### config.mk
export PLATFORM = sky130hd
export DESIGN_NAME = clk_rst_seq
export DESIGN_NICKNAME = d
export VERILOG_FILES = /design/src/rtl/clk_rst_seq.sv
export SDC_FILE = /design/constraint.sdc
export NUM_CORES = 1
export LEC_CHECK = 0
export CAP_MARGIN = 20
export CORE_MARGIN = 2
export CORE_UTILIZATION = 53
export DETAILED_ROUTE_END_ITERATION = 8
export PLACE_DENSITY = 0.86
export SYNTH_ARGS = -nofsm -noshare
export SYNTH_HDL_FRONTEND = slang
export SYNTH_SLANG_ARGS = --single-unit
### constraint.sdc
create_clock -name clock -period 3.5 [get_ports clock]
set_clock_uncertainty 0.15 [all_clocks]
set_input_delay 0.525 -clock clock [delete_from_list [all_inputs] [get_ports clock]]
set_output_delay 0.525 -clock clock [all_outputs]
set_load 0.05 [all_outputs]
### src/rtl/clk_rst_seq.sv
`default_nettype none
// ============================================================================
// Module  : clk_rst_seq
// Brief   : PLL-lock driven reset sequencer; releases sys_resetn after lock has
//           been stable for HOLD_CYCLES and counts lock-loss events.
//           Optional loss counter enabled by macro CLKRST_LOSS_COUNT_EN.
// Revision: 1.0 - initial release
// ============================================================================
module clk_rst_seq #(
  parameter int SYNC_STAGES = 2,
  parameter int HOLD_CYCLES = 1024,
  parameter int COUNT_W     = 8
) (
  input  logic               clock,
  input  logic               resetn,
  input  logic               pll_lock,
  input  logic               clear_loss,
  output logic               sys_resetn,
  output logic [1:0]         state,
  output logic [COUNT_W-1:0] loss_count
);

  localparam int C_HOLD_W = (HOLD_CYCLES > 1) ? $clog2(HOLD_CYCLES) : 1;
  localparam logic [C_HOLD_W-1:0] C_HOLD_LAST = C_HOLD_W'(HOLD_CYCLES - 1);

  typedef enum logic [1:0] {
    S_WAIT_LOCK = 2'd0,
    S_HOLD      = 2'd1,
    S_RUN       = 2'd2
  } state_t;

  state_t                 r_state;
  logic [C_HOLD_W-1:0]    r_hold_cnt;
  logic                   r_sys_resetn;
  logic [SYNC_STAGES-1:0] r_sync;
  logic                   w_lock_s;

  // pll_lock is asynchronous; only the last synchronizer stage is ever used
  always_ff @(posedge clock or negedge resetn) begin
    if (!resetn) begin
      r_sync <= '0;
    end else begin
      r_sync <= {r_sync[SYNC_STAGES-2:0], pll_lock};
    end
  end

  assign w_lock_s = r_sync[SYNC_STAGES-1];

  always_ff @(posedge clock or negedge resetn) begin
    if (!resetn) begin
      r_state      <= S_WAIT_LOCK;
      r_hold_cnt   <= '0;
      r_sys_resetn <= 1'b0;
    end else begin
      case (r_state)
        S_WAIT_LOCK: begin
          r_hold_cnt   <= '0;
          r_sys_resetn <= 1'b0;
          if (w_lock_s) begin
            r_state <= S_HOLD;
          end
        end
        S_HOLD: begin
          if (!w_lock_s) begin
            r_state      <= S_WAIT_LOCK;
            r_hold_cnt   <= '0;
            r_sys_resetn <= 1'b0;
          end else if (r_hold_cnt == C_HOLD_LAST) begin
            r_state      <= S_RUN;
            r_hold_cnt   <= '0;
            r_sys_resetn <= 1'b1;
          end else begin
            r_hold_cnt   <= r_hold_cnt + C_HOLD_W'(1);
            r_sys_resetn <= 1'b0;
          end
        end
        S_RUN: begin
          if (!w_lock_s) begin
            r_state      <= S_WAIT_LOCK;
            r_hold_cnt   <= '0;
            r_sys_resetn <= 1'b0;
          end
        end
        default: begin
          r_state      <= S_WAIT_LOCK;
          r_hold_cnt   <= '0;
          r_sys_resetn <= 1'b0;
        end
      endcase
    end
  end

  assign sys_resetn = r_sys_resetn;
  assign state      = r_state;

`ifdef CLKRST_LOSS_COUNT_EN
  logic [COUNT_W-1:0] r_loss_count;
  logic               w_loss_evt;

  assign w_loss_evt = (r_state == S_RUN) && !w_lock_s;

  // A clear coinciding with a loss keeps that loss: the count restarts at 1
  always_ff @(posedge clock or negedge resetn) begin
    if (!resetn) begin
      r_loss_count <= '0;
    end else if (clear_loss && w_loss_evt) begin
      r_loss_count <= COUNT_W'(1);
    end else if (clear_loss) begin
      r_loss_count <= '0;
    end else if (w_loss_evt && (r_loss_count != '1)) begin
      r_loss_count <= r_loss_count + COUNT_W'(1);
    end
  end

  assign loss_count = r_loss_count;
`else
  logic w_unused_clear;

  assign w_unused_clear = clear_loss;
  assign loss_count     = '0;
`endif

endmodule
`default_nettype wire
Word-level counts from Yosys, hierarchy flattened. Cells that the tools add are included.

$add $sub $neg: 1. Multipliers: 0. Div/mod/pow operators: 0. Order comparisons: 0. Equal/unequal tests: 6. Shift operators: 0. Mux-type cells: 13. Bitwise gates (word level): 0. Reductions and logical operators: 2.

Operators by type and width (number): 2-to-1 mux 10 bit (3); one-hot mux 10 bit (2 select lines) (1); adder 10 x 1 -> 10 bit (second input constant) (1); equality test 10 bit (second input constant) (1); 2-to-1 mux 2 bit (4); one-hot mux 2 bit (3 select lines) (1); != test 2 bit (second input constant) (2); 2-to-1 mux 1 bit (3); != test 3 bit (second input constant) (1); AND reduction 3 bit (1); equality test 2 x 1 -> 1 bit (second input constant) (1); equality test 2 bit (second input constant) (1); logical NOT 2 bit (1); one-hot mux 1 bit (2 select lines) (1).

Register bits: 15. Latch bits: 0. Memory bits (writable): 0. ROM bits: 0. Input port bits: 4. Memories kept: 0.

Logic depth before layout (Yosys ltp). Gate-level depths: netlist of run 1.

Depth in word-level cells: 4. Depth in mapped cells: 6.

Worst setup path after synthesis of run 1. No wires, ideal clock.

Kind: flip-flop to flip-flop. Start point: register r_state[0] (netlist: state[0]). End point: register r_hold_cnt[3]. Arrival: 1.376 ns. Path slack: 1.891 ns. Cell stages (with the launch flop): 4. Path buffers: 0. Cells stage by stage: dfrtp_1 -> nand3b_1 -> or3_1 -> o21ai_0.

Cells in the longest elaborated chain, start to end: 2. Elaborated cells on any way between the ends: 4.

RTL lines: start: declaration (line 32) `state_t r_state;`; start signal: assignment (line 51) `r_state <= S_WAIT_LOCK;`; start signal: assignment (line 60) `r_state <= S_HOLD;`; start signal: assignment (line 65) `r_state <= S_WAIT_LOCK;`; equality test 2 bit / equality test 2 x 1 -> 1 bit (equally long branches) (line 55) `case (r_state)`; one-hot mux 10 bit (2 select lines) / != test 2 bit (equally long branches); end signal: assignment (line 73) `r_hold_cnt <= r_hold_cnt + C_HOLD_W'(1);`; end: declaration (line 33) `logic [C_HOLD_W-1:0] r_hold_cnt;`.

Several ways; a longest one is shown, not always the timed one. A chain may end at the register's enable or synchronous reset.

Worst setup path after layout of run 1.
Start point: register r_state[0] (netlist: state[0]). End point: output port state[0].

RTL lines: end: declaration (line 19) `output logic [1:0] state,`.

No word-level cell between the ends.

==> metrics.txt, run 1 <==
hold crit path type=flip-flop to flip-flop; antenna-violating nets left=0; vias in the first global route=485; dominant cell by count in the synthesized netlist=dfrtp_1; worst path arrival time=1.51 ns; Die ar.=1810 um^2; initial core utilization=58.3%; P_leak=0.000371 uW; startpoint types=flip-flop; Max-cap violations=0; # IOs=15; H-tree depth=1; Setup TNS=0 ns; Syn Inst Count=79; critical path, cell by cell=clkdlybuf4s50_1; CP max stage delay=0.82 ns; Post-synth EDFFs=0; total number of vias=565; post-synthesis sequential area ratio=47.7%; Layout area overhead=6.04%; pin count of the biggest net entering global routing=16; maximum clock frequency=459 MHz; Total GRT Usage=17.8%; share of cells above drive strength 1=12.9%; input/output buffers=5; Synth cell types=30; Post-Route WL=1350 um; CP endpoint kind=output pin; initial antenna violation count=0; ys flop type=dfrtp_1; fin util=61.8%; Post-Syn Area=787 um^2; DRC=0; # resized after CTS=0; die height=42.5 um; status=completed; Clk pin slew, worst setup/hold paths=0.09 ns; Worst-Margin Slew=0.650 ns; postcts setup bufs=0; critical path's top delay family=buffers and inverters; RD Place Congestion=0.770; worst-path fanout max=4; top cells by count, synth=dfrtp_1, o21ai_0, buf_4, nand2_1; site row count=13; nets=91; Setup Viol. Count Final=0; CP required=2.82 ns; Peak VDD IR=0.328 mV; pwr dens=377 nW/um^2; Final HPWL DP=1000 um; synth warn=0; share of the synthesized area in the top cell type=47.7%; drt pass-1 iters=4; Clock Tree Root=clkbuf_4; post-DR wirelength/cell=13.5 um; CTS buffer count=3; top cells by area, synth=dfrtp_1, buf_4, o21ai_0; first-pass GRT wire length=2260 um; core area=1350 um^2; fin crit period=2.18 ns; Tcrit/Tclk final=62.3%; Max stage delay cell, worst path=clkdlybuf4s50_1; CTS tree=done; Iter 0 DRT Violations=13; Hold Buf Count CTS=0; final max-slew violation count=0; ant diodes=0; die width=42.5 um; max_slew headroom=56.5%; total grt overflow=0; Post-synth ARST share=100%; crit path kind=flip-flop to output pin; WP buf/inv=1; clk_lat worst skew=0.29 ns; unrepaired setup endpoints after global routing=false; Fin. Hold Viols=0; clock sinks=15; routed vias/inst=5.65; Avg Cell Area, Syn=9.96 um^2; FF+latch count, synth=15; maximum clock path buffer count=2; largest area contributor in the netlist=dfrtp_1
where the power goes:
group	leakage, uW	total, uW	internal (uW)	switching, uW
Combinational	0.000152	37.0	6.94	30.1
Sequential	0.000202	178	176	2.29
Clock	0.0000177	99.2	42.5	56.6
Total	0.000371	314	225	89.0
kinds of logic after synthesis:
group / synth area share, %
AOI/OAI and AO/OA: 16.5
adders and majority gates: 1.59
buffers and inverters: 11.0
DFF: 47.7
muxes: 1.43
other: 0.476
and+or+nand+nor: 21.3
worst reg2reg max path, delay by kind of cell, from the launching register on:
kind                       cells  cell delay, ns
and+or+nand+nor                3            0.69
DFF                            1            0.40
muxes                          1            0.25
adders and majority gates      1            0.19
layout by cell type, fill, tap and decap left out, types with 2 or more instances in the layout:
| cell type | n |
|---|---|
| and3_4 | 2 |
| nor2_1 | 4 |
| inv_1 | 3 |
| o21ai_0 | 10 |
| nand4_1 | 3 |
| clkdlybuf4s50_1 | 5 |
| clkbuf_4 | 3 |
| a31oi_1 | 4 |
| o31ai_1 | 2 |
| dfrtp_1 | 15 |
| nand2_1 | 8 |
| conb_1 | 8 |
path summary, 6_finish.rpt:
| check | from | endpoint | slack [ns] | cells after the start |
|---|---|---|---|---|
| min | r_sync[0] | r_sync[1] | 0.20 | 0 |
| min in group asynchronous | resetn | state[0] | 0.47 | 1 |
| min reg2reg | r_sync[0] | r_sync[1] | 0.20 | 0 |
| max reg2reg | r_hold_cnt[0] | r_hold_cnt[0] | 1.71 | 5 |
| max | state[0] | state[0] | 1.32 | 1 |
| max in group asynchronous | resetn | r_hold_cnt[9] | 2.30 | 1 |
layer usage:
layer,wire (um),track usage [%],vias to the layer above
met4,11,9.38,0
met3,51,7.76,2
li1,-,-,279
met1,603,21.6,273
met2,684,26.5,11
met5,0,0,-
metrics by stage:
| stage | instances | hold WS (ns) | setup WS (ns) | instance area [um^2] | power, uW |
|---|---|---|---|---|---|
| finish | 100 | 0.203 | 1.32 | 835 | 314 |
| CTS | 100 | 0.205 | 1.31 | 835 | 318 |
| detailed placement | 96 | 0.186 | 1.65 | 807 | 219 |
| global placement | 96 | 0.184 | 1.65 | 807 | 218 |
| global route | 100 | 0.227 | 1.27 | 835 | 329 |
| floorplan | 86 | 0.0794 | 1.89 | 813 | 217 |
flip-flops by register name, indices dropped and copies added, names as in the netlist:
name,cells
state,2
r_hold_cnt,10
sys_resetn,1
r_sync,2
cell type report:
type / count / area [um^2]
fillers: 112 / 515
flip-flops and latches: 15 / 375
multi-input cells: 58 / 352
repair buffers: 5 / 50.0
clock buffers: 3 / 22.5
well taps: 15 / 18.8
inverters: 3 / 11.3
clock inverters: 1 / 5.00
No activity file was read; power rests on OpenSTA's default activity.
==> run 2: changes to the inputs <==
CORE_UTILIZATION = 44   (was 53)
PLACE_DENSITY = 0.77   (was 0.86)
clock period = 1.8 ns   (was 3.5 ns; I/O delays follow)
==> metrics.txt, run 2 (synthesized netlist as in run 1, its figures left out) <==
met1 usage=18.2% (-3.5 points); Final HPWL DP=991 um (-0.84%); worst path arrival time=1.71 ns (+0.20 ns); RD Place Congestion=0.735 (-4.6%); Iter 0 DRT Violations=15 (+2); hold crit path type=input port to async pin; input/output buffers=5 (unchanged); CTS tree=done; P_leak=0.000387 uW (+4.4%); DRC=0 (unchanged); status=completed; maximum clock path buffer count=2 (unchanged); Hold Buf Count CTS=0 (unchanged); most used routing layer in global routing=met2; Largest Register=r_hold_cnt; Clk pin slew, worst setup/hold paths=0.10 ns (about the same); met2 Use GR=24.2% (-2.3 points); H-tree depth=1 (unchanged); total grt overflow=0 (unchanged); share of cells above drive strength 1=19.3% (+6.4 points); fin crit period=1.66 ns; ant diodes=0 (unchanged); site row count=15 (+2); Tcrit/Tclk final=92.4%; # resized after CTS=0 (unchanged); startpoint types=flip-flop; Worst Reg-to-Reg Cells=5 (unchanged); Clock Tree Root=clkbuf_4; routed vias/inst=5.24 (-7.3%); # IOs=15 (unchanged); die height=46.3 um (+8.8%); worst reg-to-reg setup slack=0.14 ns (-1.57 ns); initial antenna violation count=0 (unchanged); core area=1710 um^2 (+27%); clock sinks=15 (unchanged); postcts setup bufs=0 (unchanged); CTS buffer count=3 (unchanged); Fin. Hold Viols=0 (unchanged); clk_lat worst skew=0.30 ns (about the same); Layout area overhead=9.86%; met3 Use GR=5.88% (-1.9 points); Post-Route WL=1310 um (-2.9%); Die ar.=2140 um^2 (+18%); vias in the first global route=521 (+7.4%); Setup TNS=0 ns (unchanged); Peak VDD IR=0.534 mV (+63%); leading cell types in the layout, fill and taps excluded=dfrtp_1, o21ai_0, nand2_1, conb_1, buf_4; Total GRT Usage=15.2% (-2.6 points); first-pass GRT wire length=2240 um (-1.2%); Hold Slack=0.116 ns (-0.0876 ns); max reg flops=10 (unchanged); pin count of the biggest net entering global routing=13 (-3); pwr dens=727 nW/um^2 (+93%); final max-slew violation count=0 (unchanged); CP endpoint kind=flip-flop; drt pass-1 iters=4 (unchanged); FF-to-FF End=r_hold_cnt[0]; antenna-violating nets left=0 (unchanged); worst-path fanout max=6 (+2); Setup Viol. Count Final=0 (unchanged); post-DR wirelength/cell=11.6 um (-14%); commonest non-fill, non-tap cell in the layout=dfrtp_1; unrepaired setup endpoints after global routing=false; reg-to-reg startpoint=r_hold_cnt[0]; total number of vias=592 (+4.8%); Max-cap violations=0 (unchanged); filler instances=168 (+50%); CP required=1.85 ns (-0.97 ns); maximum clock frequency=601 MHz; initial core utilization=46.1% (-12 points); nets=94 (+3.3%); die width=46.3 um (+8.8%); Power Total=628 uW (+100%); crit path kind=flip-flop to flip-flop
-- run 2: cell types whose count changed in the layout (fill, tap and decap cells not counted), sizes merged --
cell / change
clkinv: -1
buf: +6
clkdlybuf4s50: -3
clkinvlp: +1
-- run 2: worst max-delay path, cell delays in order, from the launching register on --
cell	delay, ns
dfrtp_1	0.41
ha_1	0.21
and3_1	0.24
nand3_4	0.11
and2_4	0.19
mux2_2	0.25
-- run 2: area by class of cell --
class                   instances  area, um^2  area share (%)
repair buffers                  8        65.1            7.53
well taps                      25        31.3            3.62
clock inverters                 1        7.51           0.868
multi-input cells              58         352            40.7
inverters                       3        11.3            1.30
clock buffers                   3        22.5            2.60
flip-flops and latches         15         375            43.4
-- run 2: worst max-delay path by stage --
stage,startpoint,end,cells after the start
after global routing,r_hold_cnt[0],r_hold_cnt[8],6
after detailed placement,r_hold_cnt[0],r_hold_cnt[0],5
after floorplan,state[0],r_hold_cnt[3],3
after CTS,r_hold_cnt[0],r_hold_cnt[0],5
after global placement,r_hold_cnt[0],r_hold_cnt[0],5
final,r_hold_cnt[0],r_hold_cnt[0],5
-- run 2: per-stage QoR --
stage / util, % / instance area [um^2] / std cells / setup WS, ns
final: 50.6 / 865 / 113 / 0.137
after detailed placement: 48.9 / 835 / 109 / 0.149
after floorplan: - / 813 / 86 / 0.191
after global routing: 50.6 / 865 / 113 / 0.0534
after CTS: 50.6 / 865 / 113 / 0.133
after global placement: 48.9 / 835 / 109 / 0.179
-- run 2: metal layers --
metal | vias up | share of wire [%] | wire length, um
met2 | 12 | 49 | 646
li1 | 285 | - | -
met4 | 0 | 1.6 | 21
met5 | - | 0 | 0
met3 | 3 | 5.0 | 66
met1 | 292 | 44 | 576
-- run 2: report_power, final --
group          leakage (uW)  total (uW)  internal [uW]  switching, uW
registers          0.000202         347            342           4.65
clock network     0.0000139         206           84.9            121
logic              0.000172        75.2           16.0           59.2
